--- src/rtl/mem_access_unit.sv ---
// Registered MEM stage: issues loads/stores over a req/ack port, builds big-endian byte lanes,
// extends load data, stalls while busy and reports misalignment and bus timeouts.
module mem_access_unit #(
  parameter int ADDR_W     = 32,
  parameter int REG_ADDR_W = 5,
  parameter int TIMEOUT    = 255
) (
  input  logic                  clk,
  input  logic                  rst,
  input  logic                  ex_valid,
  input  logic [3:0]            ex_mem_op,
  input  logic [REG_ADDR_W-1:0] ex_wd,
  input  logic                  ex_wreg,
  input  logic [31:0]           ex_wdata,
  input  logic [ADDR_W-1:0]     ex_mem_addr,
  input  logic [31:0]           ex_store_data,
  output logic                  mem_req,
  output logic                  mem_we,
  output logic [ADDR_W-1:0]     mem_addr,
  output logic [3:0]            mem_sel,
  output logic [31:0]           mem_wdata,
  input  logic                  mem_ack,
  input  logic [31:0]           mem_rdata,
  output logic                  stall_req,
  output logic                  wb_valid,
  output logic [REG_ADDR_W-1:0] wb_wd,
  output logic                  wb_wreg,
  output logic [31:0]           wb_wdata,
  output logic                  exc_adel,
  output logic                  exc_ades,
  output logic                  exc_bus
);

  typedef enum logic {S_IDLE, S_BUSY} state_t;

  localparam int CNT_W = (TIMEOUT < 2) ? 1 : $clog2(TIMEOUT + 1);

  localparam logic [3:0] OP_LB  = 4'd1;
  localparam logic [3:0] OP_LBU = 4'd2;
  localparam logic [3:0] OP_LH  = 4'd3;
  localparam logic [3:0] OP_LHU = 4'd4;
  localparam logic [3:0] OP_LW  = 4'd5;
  localparam logic [3:0] OP_SB  = 4'd6;
  localparam logic [3:0] OP_SH  = 4'd7;
  localparam logic [3:0] OP_SW  = 4'd8;

  state_t                r_state;
  logic [CNT_W-1:0]      r_cnt;
  logic [3:0]            r_op;
  logic [1:0]            r_lo;
  logic [REG_ADDR_W-1:0] r_wd;
  logic                  r_wreg;

  logic        w_is_load;
  logic        w_is_store;
  logic        w_is_mem;
  logic        w_is_half;
  logic        w_is_word;
  logic        w_misaligned;
  logic        w_issue;
  logic        w_timeout;
  logic [3:0]  w_sel;
  logic [31:0] w_wdata;
  logic [7:0]  w_byte;
  logic [15:0] w_half;
  logic [31:0] w_load;

  assign w_is_load    = (ex_mem_op >= OP_LB) && (ex_mem_op <= OP_LW);
  assign w_is_store   = (ex_mem_op >= OP_SB) && (ex_mem_op <= OP_SW);
  assign w_is_mem     = w_is_load || w_is_store;
  assign w_is_half    = (ex_mem_op == OP_LH) || (ex_mem_op == OP_LHU) || (ex_mem_op == OP_SH);
  assign w_is_word    = (ex_mem_op == OP_LW) || (ex_mem_op == OP_SW);
  assign w_misaligned = (w_is_half && ex_mem_addr[0]) || (w_is_word && (ex_mem_addr[1:0] != 2'b00));

  assign w_issue   = (r_state == S_IDLE) && ex_valid && w_is_mem && !w_misaligned;
  // Timeout releases the pipeline in the same cycle the FSM gives up.
  assign w_timeout = (r_state == S_BUSY) && !mem_ack && (r_cnt == CNT_W'(TIMEOUT - 1));
  assign stall_req = w_issue || ((r_state == S_BUSY) && !mem_ack && !w_timeout);

  always_comb begin
    w_sel   = 4'b1111;
    w_wdata = ex_store_data;
    if (w_is_word) begin
      w_sel   = 4'b1111;
      w_wdata = ex_store_data;
    end else if (w_is_half) begin
      w_sel   = ex_mem_addr[1] ? 4'b0011 : 4'b1100;
      w_wdata = {2{ex_store_data[15:0]}};
    end else begin
      w_sel   = 4'b1000 >> ex_mem_addr[1:0];
      w_wdata = {4{ex_store_data[7:0]}};
    end
  end

  // Big-endian: byte offset 0 lives in bits 31:24.
  always_comb begin
    w_byte = mem_rdata[31:24];
    case (r_lo)
      2'd0:    w_byte = mem_rdata[31:24];
      2'd1:    w_byte = mem_rdata[23:16];
      2'd2:    w_byte = mem_rdata[15:8];
      default: w_byte = mem_rdata[7:0];
    endcase
    w_half = r_lo[1] ? mem_rdata[15:0] : mem_rdata[31:16];
    case (r_op)
      OP_LB:   w_load = {{24{w_byte[7]}}, w_byte};
      OP_LBU:  w_load = {24'd0, w_byte};
      OP_LH:   w_load = {{16{w_half[15]}}, w_half};
      OP_LHU:  w_load = {16'd0, w_half};
      default: w_load = mem_rdata;
    endcase
  end

  always_ff @(posedge clk or posedge rst) begin
    if (rst) begin
      r_state   <= S_IDLE;
      r_cnt     <= '0;
      r_op      <= '0;
      r_lo      <= '0;
      r_wd      <= '0;
      r_wreg    <= 1'b0;
      mem_req   <= 1'b0;
      mem_we    <= 1'b0;
      mem_addr  <= '0;
      mem_sel   <= '0;
      mem_wdata <= '0;
      wb_valid  <= 1'b0;
      wb_wd     <= '0;
      wb_wreg   <= 1'b0;
      wb_wdata  <= '0;
      exc_adel  <= 1'b0;
      exc_ades  <= 1'b0;
      exc_bus   <= 1'b0;
    end else begin
      wb_valid <= 1'b0;
      exc_adel <= 1'b0;
      exc_ades <= 1'b0;
      exc_bus  <= 1'b0;
      case (r_state)
        S_IDLE: begin
          if (ex_valid) begin
            if (!w_is_mem) begin
              wb_valid <= 1'b1;
              wb_wd    <= ex_wd;
              wb_wreg  <= ex_wreg;
              wb_wdata <= ex_wdata;
            end else if (w_misaligned) begin
              wb_valid <= 1'b1;
              wb_wd    <= ex_wd;
              wb_wreg  <= 1'b0;
              wb_wdata <= '0;
              exc_adel <= w_is_load;
              exc_ades <= w_is_store;
            end else begin
              mem_req   <= 1'b1;
              mem_we    <= w_is_store;
              mem_addr  <= {ex_mem_addr[ADDR_W-1:2], 2'b00};
              mem_sel   <= w_sel;
              mem_wdata <= w_wdata;
              r_op      <= ex_mem_op;
              r_lo      <= ex_mem_addr[1:0];
              r_wd      <= ex_wd;
              r_wreg    <= ex_wreg;
              r_cnt     <= '0;
              r_state   <= S_BUSY;
            end
          end
        end
        S_BUSY: begin
          if (mem_ack || w_timeout) begin
            mem_req  <= 1'b0;
            mem_we   <= 1'b0;
            wb_valid <= 1'b1;
            wb_wd    <= r_wd;
            wb_wreg  <= mem_ack && r_wreg && !mem_we;
            wb_wdata <= (mem_ack && !mem_we) ? w_load : 32'd0;
            exc_bus  <= !mem_ack;
            r_state  <= S_IDLE;
          end else begin
            r_cnt <= r_cnt + 1'b1;
          end
        end
        default: r_state <= S_IDLE;
      endcase
    end
  end

endmodule

--- config.mk ---
export PLATFORM = sky130hd
export DESIGN_NAME = mem_access_unit
export DESIGN_NICKNAME = d
export VERILOG_FILES = /design/src/rtl/mem_access_unit.sv
export SDC_FILE = /design/constraint.sdc
export NUM_CORES = 1
export LEC_CHECK = 0
export BUFFER_PORTS_ARGS = -buffer_cell sky130_fd_sc_hd__buf_2
export CELL_PAD_IN_SITES_DETAIL_PLACEMENT = 0
export CELL_PAD_IN_SITES_GLOBAL_PLACEMENT = 1
export CORE_MARGIN = 5
export CORE_UTILIZATION = 35
export DETAILED_ROUTE_END_ITERATION = 7
export MAX_ROUTING_LAYER = met4
export PLACE_DENSITY_LB_ADDON = 0.1
export SYNTH_ARGS = -nofsm -noshare
export SYNTH_HDL_FRONTEND = slang
export SYNTH_SLANG_ARGS = --single-unit
--- constraint.sdc ---
create_clock -name clk -period 4.2 [get_ports clk]
set_input_delay 0 -clock clk [delete_from_list [all_inputs] [get_ports clk]]
set_output_delay 0 -clock clk [all_outputs]
set_load 0.01 [all_outputs]
==> results of run 1 <==
==> stage by stage <==
| step | instance area (µm²) | total power [mW] | hold slack [ns] | setup slack [ns] |
|---|---|---|---|---|
| floorplan | 6980 | 2.76 | 0.105 | 0.702 |
| global placement | 8330 | 3.33 | 0.189 | 1.69 |
| detailed placement | 8330 | 3.34 | 0.195 | 1.65 |
| CTS | 10100 | 5.11 | 0.00133 | 1.10 |
| global route | 10100 | 5.38 | 0.0163 | 0.850 |
| finish | 10100 | 5.05 | 0.0103 | 1.03 |
==> worst paths after layout <==
| check | startpoint | to | cells after the start |
|---|---|---|---|
| max in group asynchronous | rst | mem_wdata[3] | 4 |
| max | r_lo[1] | wb_wdata[30] | 6 |
| min | ex_store_data[30] | mem_wdata[30] | 4 |
| max reg2reg | r_lo[1] | wb_wdata[30] | 6 |
| min reg2reg | mem_wdata[1] | mem_wdata[1] | 2 |
| min in group asynchronous | rst | mem_wdata[24] | 3 |
==> cell families (layout without fill, tap and decap cells) <==
family | after synthesis | after routing
flip-flops | 131 | 131
other | 1 | 3
buffers and inverters | 64 | 412
multiplexers | 43 | 43
XOR/XNOR | 8 | 8
AND/OR/NAND/NOR | 314 | 314
adder cells (fa/ha/maj) | 2 | 2
AO/OA/AOI/OAI | 189 | 189
==> report_power, final <==
group | internal (mW) | total, mW | switching [mW]
Sequential | 1.59 | 1.83 | 0.242
Combinational | 0.745 | 1.61 | 0.863
Clock | 1.02 | 1.62 | 0.598
==> cells in the mapped netlist (all sizes together), types with 2 or more instances <==
library cell  instances
nand2               224
dfrtp               131
o21ai                70
buf                  39
nor2                 32
mux2i                29
clkbuf               21
a41oi                17
a21oi                15
mux2                 14
a21o                 11
o21a                 11
a31oi                10
nor2b                10
a211oi                9
and2b                 9
a221oi                8
nand2b                8
o31ai                 8
a2bb2oi               6
o221a                 6
nor3                  5
xor2                  5
inv                   4
nand3                 4
a21boi                3
a22oi                 3
nor3b                 3
nor4b                 3
xnor2                 3
ha                    2
nand4                 2
o221ai                2
o2bb2ai               2
or2                   2
or3b                  2
or4b                  2
==> timing repair <==
item / 4_1_cts / 5_1_grt
hold buffers: 116 / 0
gates resized for setup: 0 / 0
endpoints found under the hold margin: 213 / 0
setup buffers: 0 / 0
setup endpoints to repair: 0 / 0
==> cells in the final DEF (no fill, tap or decap), types with 4 or more instances in the layout <==
cell type,n
sky130_fd_sc_hd__mux2i_1,29
sky130_fd_sc_hd__o21a_1,11
sky130_fd_sc_hd__nor2b_1,10
sky130_fd_sc_hd__o31ai_1,8
sky130_fd_sc_hd__a41oi_2,9
sky130_fd_sc_hd__o221a_2,6
sky130_fd_sc_hd__bufinv_16,4
sky130_fd_sc_hd__a221oi_1,8
sky130_fd_sc_hd__a2bb2oi_1,6
sky130_fd_sc_hd__nor3_1,4
sky130_fd_sc_hd__nand2_1,224
sky130_fd_sc_hd__nor2_1,29
sky130_fd_sc_hd__a31oi_1,10
sky130_fd_sc_hd__and2b_1,9
sky130_fd_sc_hd__clkbuf_16,17
sky130_fd_sc_hd__a21o_1,11
sky130_fd_sc_hd__inv_6,5
sky130_fd_sc_hd__buf_4,7
sky130_fd_sc_hd__nand3_1,4
sky130_fd_sc_hd__clkinv_4,4
sky130_fd_sc_hd__a211oi_1,8
sky130_fd_sc_hd__dlygate4sd3_1,116
sky130_fd_sc_hd__a21oi_1,15
sky130_fd_sc_hd__dfrtp_1,131
sky130_fd_sc_hd__buf_2,252
sky130_fd_sc_hd__mux2_2,13
sky130_fd_sc_hd__o21ai_0,67
sky130_fd_sc_hd__a41oi_1,8
sky130_fd_sc_hd__nand2b_1,8
sky130_fd_sc_hd__xor2_1,5
==> critical path, stage by stage, from the launching register on <==
cell and delay (ns):
sky130_fd_sc_hd__dfrtp_1 0.87, sky130_fd_sc_hd__mux2i_1 0.24, sky130_fd_sc_hd__o2bb2ai_2 0.20, sky130_fd_sc_hd__nor4b_4 0.71, sky130_fd_sc_hd__o21ai_0 0.21, sky130_fd_sc_hd__a41oi_1 0.27, sky130_fd_sc_hd__dlygate4sd3_1 0.59
==> flip-flops by register name, summed over array words and instances (netlist names) <==
name,flops
exc_ades,1
exc_adel,1
mem_wdata,32
exc_bus,1
mem_addr,30
mem_sel,4
wb_wreg,1
wb_wdata,32
r_cnt,8
r_lo,2
mem_we,1
r_state,1
mem_req,1
r_wd,5
wb_wd,5
wb_valid,1
r_op,4
r_wreg,1
==> area by class of cell <==
cell class,count,area (µm²),share of cell area (%)
Antenna cell,1,2.50,0.0247
Sequential cell,131,3280,32.4
Timing Repair Buffer,376,2490,24.6
Inverter,4,25.0,0.247
Tap cell,265,332,3.27
Clock inverter,14,201,1.99
Multi-Input combinational cell,558,3360,33.1
Clock buffer,18,439,4.33
==> per-layer routing <==
layer / global-route usage [%] / share of wire (%) / vias up
li1: - / - / 3284
met1: 26.4 / 44 / 3143
met5: - / 0 / -
met4: 6.53 / 2.0 / 0
met2: 32.4 / 48 / 216
met3: 4.97 / 6.1 / 32
==> impl_summary.log, run 1 <==
INFO  metric result_of_the_run = completed
INFO  metric clock-sinks = 131
INFO  metric final_core_util = 51.9%
INFO  metric hold_violations = 0
INFO  metric cts_tree = yes
INFO  metric nFillCells = 1903
INFO  metric finalCriticalPeriod = 3.17 ns
INFO  metric synth_simple_gate_area_share = 20.4%
INFO  metric worst-endpoint-required = 4.55 ns
INFO  metric post-synth-top-area-cell = sky130_fd_sc_hd__dfrtp_1
INFO  metric groute.usage.overall = 20.6%
INFO  metric synth_sequential_area_ratio = 47.0%
INFO  metric place.detailed.instances = 1218
INFO  metric detail_route.drc_violations = 0
INFO  metric number_of_nets_in_the_layout = 1232
INFO  metric worstPathArrival = 3.51 ns
INFO  metric core.rowCount = 51
INFO  metric adder_and_majority_cell_fraction_of_the_synthesized_area = 0.359%
INFO  metric vias_in_the_first_global_route = 6779
INFO  metric leakagePower = 4.98 nW
INFO  metric maximum_number_of_pins_on_one_net_before_global_route_repair = 105
INFO  metric timing.setup.tns = 0 ns
INFO  metric grt_first_pass_wirelength = 35900 µm
INFO  metric antenna_violating_nets_post_route = 0
INFO  metric post-dp-hpwl = 15400 µm
INFO  metric cts_made_buffers = 17
INFO  metric syn_avg_cell_area = 9.27 µm²
INFO  metric clock_slew_at_the_register_clock_pins_of_the_worst_setup_and_hold_paths = 0.06 ns
INFO  metric main_combinational_cell_family_by_area_after_synthesis = simple AND/OR/NAND/NOR gates
INFO  metric cts_root_buf = sky130_fd_sc_hd__clkbuf_16
INFO  metric antenna_found_initial = 1
INFO  metric critical_path.max_fanout = 18
INFO  metric overflow = 0
INFO  metric synth.top_cells.by_area = sky130_fd_sc_hd__dfrtp_1, sky130_fd_sc_hd__nand2_1, sky130_fd_sc_hd__o21ai_0
INFO  metric finalWirelength = 23000 µm
INFO  metric setup.worst_path.class = reg -> reg
INFO  metric final_number_of_setup_violating_endpoints = 0
INFO  metric dieArea = 0.0228 mm²
INFO  metric fin_crit_sh = 75.4%
INFO  metric dr.first_iter.drc_count = 306
INFO  metric fmax = 0.316 GHz
INFO  metric ff2ff_setup_slack = 1.03 ns
INFO  metric max_cap_viols = 0
INFO  metric synth_xor_area_share = 1.00%
INFO  metric slew_viol_final = 0
INFO  metric tightestPinTransition = 1.15 ns
INFO  metric synth_enable_flop_cells = 0
INFO  metric synth.lib_cells_used.distinct = 69
INFO  metric drt-wirelength-per-cell = 16.8 µm
INFO  metric synth.yosys.warnings = 0
INFO  metric finalWeightedCongestion = 0.800
INFO  metric syn-cell-area = 0.00697 mm²
INFO  metric remaining_max_slew_budget_at_the_tightest_pin = 23.4%
INFO  metric die-width = 151 µm
INFO  metric synth-compound-area-share = 19.6%
INFO  metric ys_seq_elements = 131
INFO  metric grt_setup_unrepaired = false
INFO  metric clock_insertion_delay_worst_skew = 0.42 ns
INFO  metric design.portCount = 255
INFO  metric share_of_flip_flops_with_an_asynchronous_set_or_reset_after_synthesis = 100%
INFO  metric die_h = 151 µm
INFO  metric cp-start-kind = flip-flop
INFO  metric timing.clock.skew = 0.0104 ns
INFO  metric via_per_inst = 4.88
INFO  metric max-clock-path-buffers = 2
INFO  metric port_buffers = 252
INFO  metric cts-htree-levels = 4
INFO  metric syn_inst = 752
INFO  metric synth_to_final_area_change = 45.3%
INFO  metric portion_of_netlist_area_occupied_by_mux_cells = 6.48%
INFO  metric drt_pass1_iterations = 5
INFO  metric vdd.ir_drop.worst = 0.272 mV
INFO  metric critical_path.endpoint_type = flip-flop
INFO  metric netlist.area_leader.share = 47.0%
INFO  metric synthFlopType = sky130_fd_sc_hd__dfrtp_1
INFO  metric fraction_of_final_layout_cells_with_drive_strength_greater_than_1 = 30.7%
INFO  metric initial_core_util = 35.7%
INFO  metric p_per_area = 499 mW/mm²
INFO  metric fp.coreArea = 0.0195 mm²
INFO  metric routed-via-count = 6675
INFO  metric finalNonFillerCells = 1367
INFO  metric hold_path.class = in -> reg
(Power assumes the default switching activity.)
==> inputs of run 2 (changes only) <==
==> constraint.sdc (replaced) <==
create_clock -name clk -period 3.3 [get_ports clk]
set_input_delay 0 -clock clk [delete_from_list [all_inputs] [get_ports clk]]
set_output_delay 0 -clock clk [all_outputs]
set_load 0.01 [all_outputs]
==> run 2 against run 1 <==
Against the previous run: maximum frequency rose by 7.5%; worst setup slack got worse by 0.68 ns; register-to-register slack got worse by 0.68 ns; critical endpoint unchanged; largest cell class unchanged.
==> impl_summary.log, run 2 (same netlist as run 1, synthesis figures left out) <==
INFO  metric design.portCount = 255 (unchanged)
INFO  metric die_h = 151 µm (unchanged)
INFO  metric power.share.clock = 31.0% (-1.0 points)
INFO  metric cts_root_buf = sky130_fd_sc_hd__clkbuf_16
INFO  metric leakagePower = 4.97 nW (-0.21%)
INFO  metric fraction_of_power_consumed_by_sequential_logic = 36.5% (+0.3 points)
INFO  metric power_frac_comb = 32.5% (+0.7 points)
INFO  metric cts-htree-levels = 4 (unchanged)
INFO  metric overflow = 0 (unchanged)
INFO  metric mostFrequentLayoutCell = sky130_fd_sc_hd__buf_2
INFO  metric antenna_cells = 0 (-1)
INFO  metric post_cts_repair_timing_setup_buffer_count = 0 (unchanged)
INFO  metric mostFrequentLayoutCells = sky130_fd_sc_hd__buf_2, sky130_fd_sc_hd__nand2_1, sky130_fd_sc_hd__dfrtp_1
INFO  metric setup.worst_path.class = reg -> reg
INFO  metric finalWeightedCongestion = 0.834 (+4.2%)
INFO  metric post-dp-hpwl = 15800 µm (+2.4%)
INFO  metric nFillCells = 1910 (+0.37%)
INFO  metric detail_route.drc_violations = 0 (unchanged)
INFO  metric initial_core_util = 35.7% (unchanged)
INFO  metric via_per_inst = 4.85 (-0.63%)
INFO  metric finalCriticalPeriod = 2.94 ns (-0.222 ns)
INFO  metric fp.coreArea = 0.0195 mm² (unchanged)
INFO  metric cts_tree = yes
INFO  metric vias_in_the_first_global_route = 6726 (-0.78%)
INFO  metric cts_made_buffers = 17 (unchanged)
INFO  metric tightestPinTransition = 0.955 ns (-0.193 ns)
INFO  metric grt_first_pass_wirelength = 36300 µm (+1.1%)
INFO  metric fin_crit_sh = 89.2% (+14 points)
INFO  metric synth_to_final_area_change = 45.0%
INFO  metric drt_pass1_iterations = 8 (+3)
INFO  metric cp-start-kind = flip-flop
INFO  metric port_buffers = 252 (unchanged)
INFO  metric fin_total_pwr = 6.35 mW (+26%)
INFO  metric dpl_worst_slack = 0.854 ns (-0.794 ns)
INFO  metric worstSetupEndpoint = wb_wdata[30]
INFO  metric p_per_area = 628 mW/mm² (+26%)
INFO  metric result_of_the_run = completed
INFO  metric max-clock-path-buffers = 2 (unchanged)
INFO  metric launch_point_of_the_worst_path = r_op[3]
INFO  metric critical_path.max_fanout = 32 (+14)
INFO  metric largestRegisters = mem_wdata (32), wb_wdata (32), mem_addr (30)
INFO  metric final_number_of_setup_violating_endpoints = 0 (unchanged)
INFO  metric routed-via-count = 6628 (-0.70%)
INFO  metric worstPathArrival = 3.30 ns (-0.21 ns)
INFO  metric ff2ff_path_depth = 6 (unchanged)
INFO  metric clock_insertion_delay_worst_skew = 0.42 ns (about the same)
INFO  metric internal_power = 4.19 mW (+25%)
INFO  metric groute.usage.overall = 20.8% (+0.17 points)
INFO  metric power_switching = 2.15 mW (+26%)
INFO  metric finalWorstSetupSlack = 0.356 ns (-0.678 ns)
INFO  metric regToRegStartpoint = r_op[3]
INFO  metric dieArea = 0.0228 mm² (unchanged)
INFO  metric core.rowCount = 51 (unchanged)
INFO  metric final_core_util = 51.8% (-0.096 points)
INFO  metric hold_violations = 0 (unchanged)
INFO  metric fmax = 0.340 GHz (+7.5%)
INFO  metric hold-worst-slack = 0.0110 ns (+0.000668 ns)
INFO  metric fraction_of_final_layout_cells_with_drive_strength_greater_than_1 = 31.1% (+0.36 points)
INFO  metric maximum_number_of_pins_on_one_net_before_global_route_repair = 71 (-32%)
INFO  metric timing.setup.tns = 0 ns (unchanged)
INFO  metric timing.clock.skew = 0.00844 ns (-0.00196 ns)
INFO  metric dr.first_iter.drc_count = 270 (-12%)
INFO  metric drt-wirelength-per-cell = 16.9 µm (+0.38%)
INFO  metric antenna_found_initial = 0 (-1)
INFO  metric clock-sinks = 131 (unchanged)
INFO  metric worst-endpoint-required = 3.65 ns (-0.90 ns)
INFO  metric reg2reg_to = wb_wdata[30]
INFO  metric ff2ff_setup_slack = 0.36 ns (-0.68 ns)
INFO  metric remaining_max_slew_budget_at_the_tightest_pin = 36.3% (+13 points)
INFO  metric die-width = 151 µm (unchanged)
INFO  metric antenna_violating_nets_post_route = 0 (unchanged)
INFO  metric clock_slew_at_the_register_clock_pins_of_the_worst_setup_and_hold_paths = 0.06 ns (about the same)
INFO  metric critical_path.endpoint_type = flip-flop
INFO  metric number_of_nets_in_the_layout = 1232 (unchanged)
INFO  metric power.share.switching = 33.9% (+0.21 points)
INFO  metric hold_path.class = in -> reg
INFO  metric finalWirelength = 23100 µm (+0.30%)
INFO  metric cts-hold-fix-buffers = 112 (-3.4%)
INFO  metric slew_viol_final = 0 (unchanged)
INFO  metric max_cap_viols = 0 (unchanged)
INFO  metric grt_setup_unrepaired = false
INFO  metric post_cts.resized_instances = 0 (unchanged)
INFO  metric vdd.ir_drop.worst = 0.397 mV (+46%)
[run 2: metrics by stage]
stage / instance area (µm²) / std cells
floorplan: 6980 / 753
global placement: 8380 / 1222
detailed placement: 8380 / 1222
CTS: 10100 / 1366
global route: 10100 / 1366
finish: 10100 / 1366
[run 2: power by group through the flow]
| stage | registers, mW | logic [mW] | clock network, mW |
|---|---|---|---|
| 2_1_floorplan | 2.43 | 1.08 | 0 |
| 3_3_place_gp | 2.33 | 1.93 | 0 |
| 3_5_place_dp | 2.33 | 1.94 | 0 |
| 4_1_cts | 2.32 | 2.08 | 2.01 |
| 5_1_grt | 2.37 | 2.28 | 2.09 |
| 6_report | 2.32 | 2.06 | 1.97 |
[run 2: worst min-delay path by stage]
stage / end / depth (start not counted) / slack (ns) / from
finish: mem_wdata[29] / 4 / 0.01 / ex_store_data[29]
global route: wb_wdata[29] / 3 / 0.02 / mem_rdata[29]
CTS: wb_wdata[29] / 3 / 0.0008 / mem_rdata[29]
detailed placement: mem_addr[3] / 3 / 0.19 / ex_mem_addr[3]
global placement: mem_addr[2] / 3 / 0.19 / ex_mem_addr[2]
floorplan: mem_addr[10] / 2 / 0.11 / ex_mem_addr[10]
[run 2: cell type report]
class,instances,area [µm²],share of cell area [%]
sequential,131,3280,32.4
clock inverter,13,158,1.56
multi-input combinational,558,3360,33.2
inverter,4,23.8,0.235
clock buffer,19,453,4.48
tap,265,332,3.28
timing repair buffer,376,2510,24.8
[run 2: metal layers]
| layer | routed length, µm | vias up | track usage [%] |
|---|---|---|---|
| met4 | 386 | 0 | 5.80 |
| met2 | 11000 | 206 | 33.0 |
| met5 | 0 | - | - |
| li1 | - | 3277 | - |
| met1 | 10300 | 3120 | 27.1 |
| met3 | 1410 | 25 | 4.34 |
[run 2: critical path, stage by stage (launching register included)]
cell,delay (ns)
sky130_fd_sc_hd__dfrtp_1,0.53
sky130_fd_sc_hd__nor4b_4,0.37
sky130_fd_sc_hd__a21o_1,0.64
sky130_fd_sc_hd__buf_4,0.40
sky130_fd_sc_hd__o21ai_0,0.13
sky130_fd_sc_hd__a41oi_1,0.24
sky130_fd_sc_hd__dlygate4sd3_1,0.57
==> inputs of run 3 (changes only) <==
--- a/config.mk
+++ b/config.mk
@@ -8,6 +8,7 @@
 export BUFFER_PORTS_ARGS = -buffer_cell sky130_fd_sc_hd__buf_2
 export CELL_PAD_IN_SITES_DETAIL_PLACEMENT = 0
 export CELL_PAD_IN_SITES_GLOBAL_PLACEMENT = 1
+export CORE_ASPECT_RATIO = 0.7
 export CORE_MARGIN = 5
 export CORE_UTILIZATION = 35
 export DETAILED_ROUTE_END_ITERATION = 7
==> run 3 against run 2 <==
Against the previous run: sequential power is essentially flat; via count rose by 0.21%; non-clock buffer count increased by 6; cell count is 0.59% higher; clock power fell by 3%; global-route usage rose by 0.85 points; worst setup slack got worse by 0.14 ns; power down 0.42%; count of clock-buffer cells in the layout is 7 higher; flip-flop and latch count unchanged; sequential share of layout area is 0.15 points lower; clock skew increased by 0.0067 ns; largest cell class unchanged; largest power group unchanged; highest routed layer unchanged.
==> impl_summary.log, run 3 (same netlist as run 1, synthesis figures left out) <==
INFO  metric result_of_the_run = completed
INFO  metric cp-start-kind = flip-flop
INFO  metric vdd.ir_drop.worst = 0.287 mV (-28%)
INFO  metric max-clock-path-buffers = 2 (unchanged)
INFO  metric grt_setup_unrepaired = false
INFO  metric slew_viol_final = 0 (unchanged)
INFO  metric dieArea = 0.0229 mm² (+0.20%)
INFO  metric worstPathArrival = 3.44 ns (+0.14 ns)
INFO  metric number_of_nets_in_the_layout = 1238 (+0.49%)
INFO  metric finalCriticalPeriod = 3.08 ns (+0.137 ns)
INFO  metric design.portCount = 255 (unchanged)
INFO  metric die-width = 179 µm (+18%)
INFO  metric hold_path.class = in -> reg
INFO  metric cts_made_buffers = 17 (unchanged)
INFO  metric dpl-instance-area = 0.00838 mm² (unchanged)
INFO  metric post_cts.resized_instances = 0 (unchanged)
INFO  metric drt_pass1_iterations = 5 (-3)
INFO  metric cts-hold-fix-buffers = 118 (+5.4%)
INFO  metric clock-sinks = 131 (unchanged)
INFO  metric clock_slew_at_the_register_clock_pins_of_the_worst_setup_and_hold_paths = 0.06 ns (about the same)
INFO  metric fin_total_pwr = 6.32 mW (-0.42%)
INFO  metric mostFrequentLayoutCell = sky130_fd_sc_hd__buf_2
INFO  metric hold_violations = 0 (unchanged)
INFO  metric routed-via-count = 6642 (+0.21%)
INFO  metric maximum_number_of_pins_on_one_net_before_global_route_repair = 80 (+13%)
INFO  metric cts_root_buf = sky130_fd_sc_hd__clkbuf_16
INFO  metric tightestPinTransition = 1.06 ns (+0.109 ns)
INFO  metric fin_crit_sh = 93.4% (+4.2 points)
INFO  metric finalWirelength = 23700 µm (+2.8%)
INFO  metric cts_tree = yes
INFO  metric vias_in_the_first_global_route = 6728 (+0.030%)
INFO  metric dr.first_iter.drc_count = 427 (+58%)
INFO  metric timing.clock.skew = 0.0151 ns (+0.00671 ns)
INFO  metric finalWorstSetupSlack = 0.219 ns (-0.137 ns)
INFO  metric met3RoutedLength = 1600 µm (+13%)
INFO  metric drt-wirelength-per-cell = 17.3 µm (+2.2%)
INFO  metric initial_core_util = 35.4% (-0.30 points)
INFO  metric grt_first_pass_wirelength = 37700 µm (+3.9%)
INFO  metric antenna_cells = 0 (unchanged)
INFO  metric fmax = 0.325 GHz (-4.5%)
INFO  metric fraction_of_final_layout_cells_with_drive_strength_greater_than_1 = 30.5% (-0.54 points)
INFO  metric route.met2.wl = 10100 µm (-7.6%)
INFO  metric critical_path.endpoint_type = flip-flop
INFO  metric finalWeightedCongestion = 0.859 (+3.0%)
INFO  metric met1_length = 11700 µm (+14%)
INFO  metric remaining_max_slew_budget_at_the_tightest_pin = 28.5% (-7.8 points)
INFO  metric dpl_worst_slack = 0.850 ns (-0.00365 ns)
INFO  metric hold-worst-slack = 0.0149 ns (+0.00393 ns)
INFO  metric mostFrequentLayoutCells = sky130_fd_sc_hd__buf_2, sky130_fd_sc_hd__nand2_1, sky130_fd_sc_hd__dfrtp_1
INFO  metric fp.coreArea = 0.0197 mm² (+0.85%)
INFO  metric detail_route.drc_violations = 0 (unchanged)
INFO  metric port_buffers = 252 (unchanged)
INFO  metric clock_insertion_delay_worst_skew = 0.42 ns (about the same)
INFO  metric groute.usage.overall = 21.6% (+0.85 points)
INFO  metric cts-htree-levels = 4 (unchanged)
INFO  metric critical_path.max_fanout = 61 (+91%)
INFO  metric leakagePower = 4.99 nW (+0.51%)
INFO  metric post-route-cell-area = 0.0102 mm² (+0.46%)
INFO  metric via_per_inst = 4.83 (-0.37%)
INFO  metric timing.setup.tns = 0 ns (unchanged)
INFO  metric setup.worst_path.class = reg -> reg
INFO  metric final_number_of_setup_violating_endpoints = 0 (unchanged)
INFO  metric core.rowCount = 43 (-16%)
INFO  metric overflow = 0 (unchanged)
INFO  metric post-dp-hpwl = 16500 µm (+4.3%)
INFO  metric nFillCells = 1874 (-1.9%)
INFO  metric largestRegisters = mem_wdata (32), wb_wdata (32), mem_addr (30)
INFO  metric highest-signal-layer = met4
INFO  metric synth_to_final_area_change = 45.7%
INFO  metric max_cap_viols = 0 (unchanged)
INFO  metric p_per_area = 622 mW/mm² (-0.88%)
INFO  metric die_h = 128 µm (-15%)
INFO  metric worst-endpoint-required = 3.65 ns (about the same)
INFO  metric antenna_violating_nets_post_route = 0 (unchanged)
INFO  metric antenna_found_initial = 0 (unchanged)
INFO  metric post_cts_repair_timing_setup_buffer_count = 0 (unchanged)
run 3: cell count changes in the layout (fill, tap and decap cells not counted):
cell / delta
sky130_fd_sc_hd__clkinvlp_4: -3
sky130_fd_sc_hd__inv_6: -1
sky130_fd_sc_hd__a21bo_2: +1
sky130_fd_sc_hd__bufinv_16: -1
sky130_fd_sc_hd__clkinv_4: -1
sky130_fd_sc_hd__clkbuf_8: +5
sky130_fd_sc_hd__clkbuf_1: +2
sky130_fd_sc_hd__dlygate4sd3_1: +6
sky130_fd_sc_hd__clkinv_2: -4
sky130_fd_sc_hd__a21bo_4: -1
run 3: worst paths after layout:
kind	slack [ns]	endpoint	startpoint	cells after the start
setup / recovery	0.22	wb_wdata[30]	r_state	7
hold / removal	0.01	r_lo[0]	ex_mem_addr[0]	3
setup reg to reg	0.22	wb_wdata[30]	r_state	7
hold reg to reg	0.46	mem_sel[2]	mem_sel[2]	2
max in group asynchronous	2.44	wb_wdata[17]	rst	4
min in group asynchronous	0.24	mem_wdata[28]	rst	4
run 3: metrics by stage:
step	util, %	std cells
floorplan	-	753
global placement	42.6	1227
detailed placement	42.6	1227
CTS	51.6	1374
global route	51.6	1374
finish	51.6	1374
run 3: routing by layer:
| metal | global-route usage [%] | up-vias |
|---|---|---|
| li1 | - | 3289 |
| met1 | 30.7 | 3133 |
| met2 | 30.5 | 203 |
| met3 | 6.34 | 17 |
| met4 | 5.01 | 0 |
| met5 | - | - |
run 3: power by group:
group	switching, mW	internal (mW)
combinational	1.12	0.956
clock	0.680	1.24
sequential	0.298	2.02
run 3: layout make-up:
cell class                      count  area, µm²  area share [%]
Multi-Input combinational cell    558       3350            33.0
Sequential cell                   131       3280            32.3
Timing Repair Buffer              382       2570            25.3
Clock buffer                       26        529            5.21
Tap cell                          270        338            3.33
Clock inverter                      3       67.6           0.665
Inverter                            4       23.8           0.234
run 3: worst max-delay path: stages (launching register included):
cell and delay (ns):
sky130_fd_sc_hd__dfrtp_1 0.73, sky130_fd_sc_hd__nand2b_1 0.21, sky130_fd_sc_hd__a41o_1 0.40, sky130_fd_sc_hd__o311ai_4 0.14, sky130_fd_sc_hd__buf_4 0.54, sky130_fd_sc_hd__inv_6 0.18
sky130_fd_sc_hd__a41oi_1 0.20, sky130_fd_sc_hd__dlygate4sd3_1 0.58
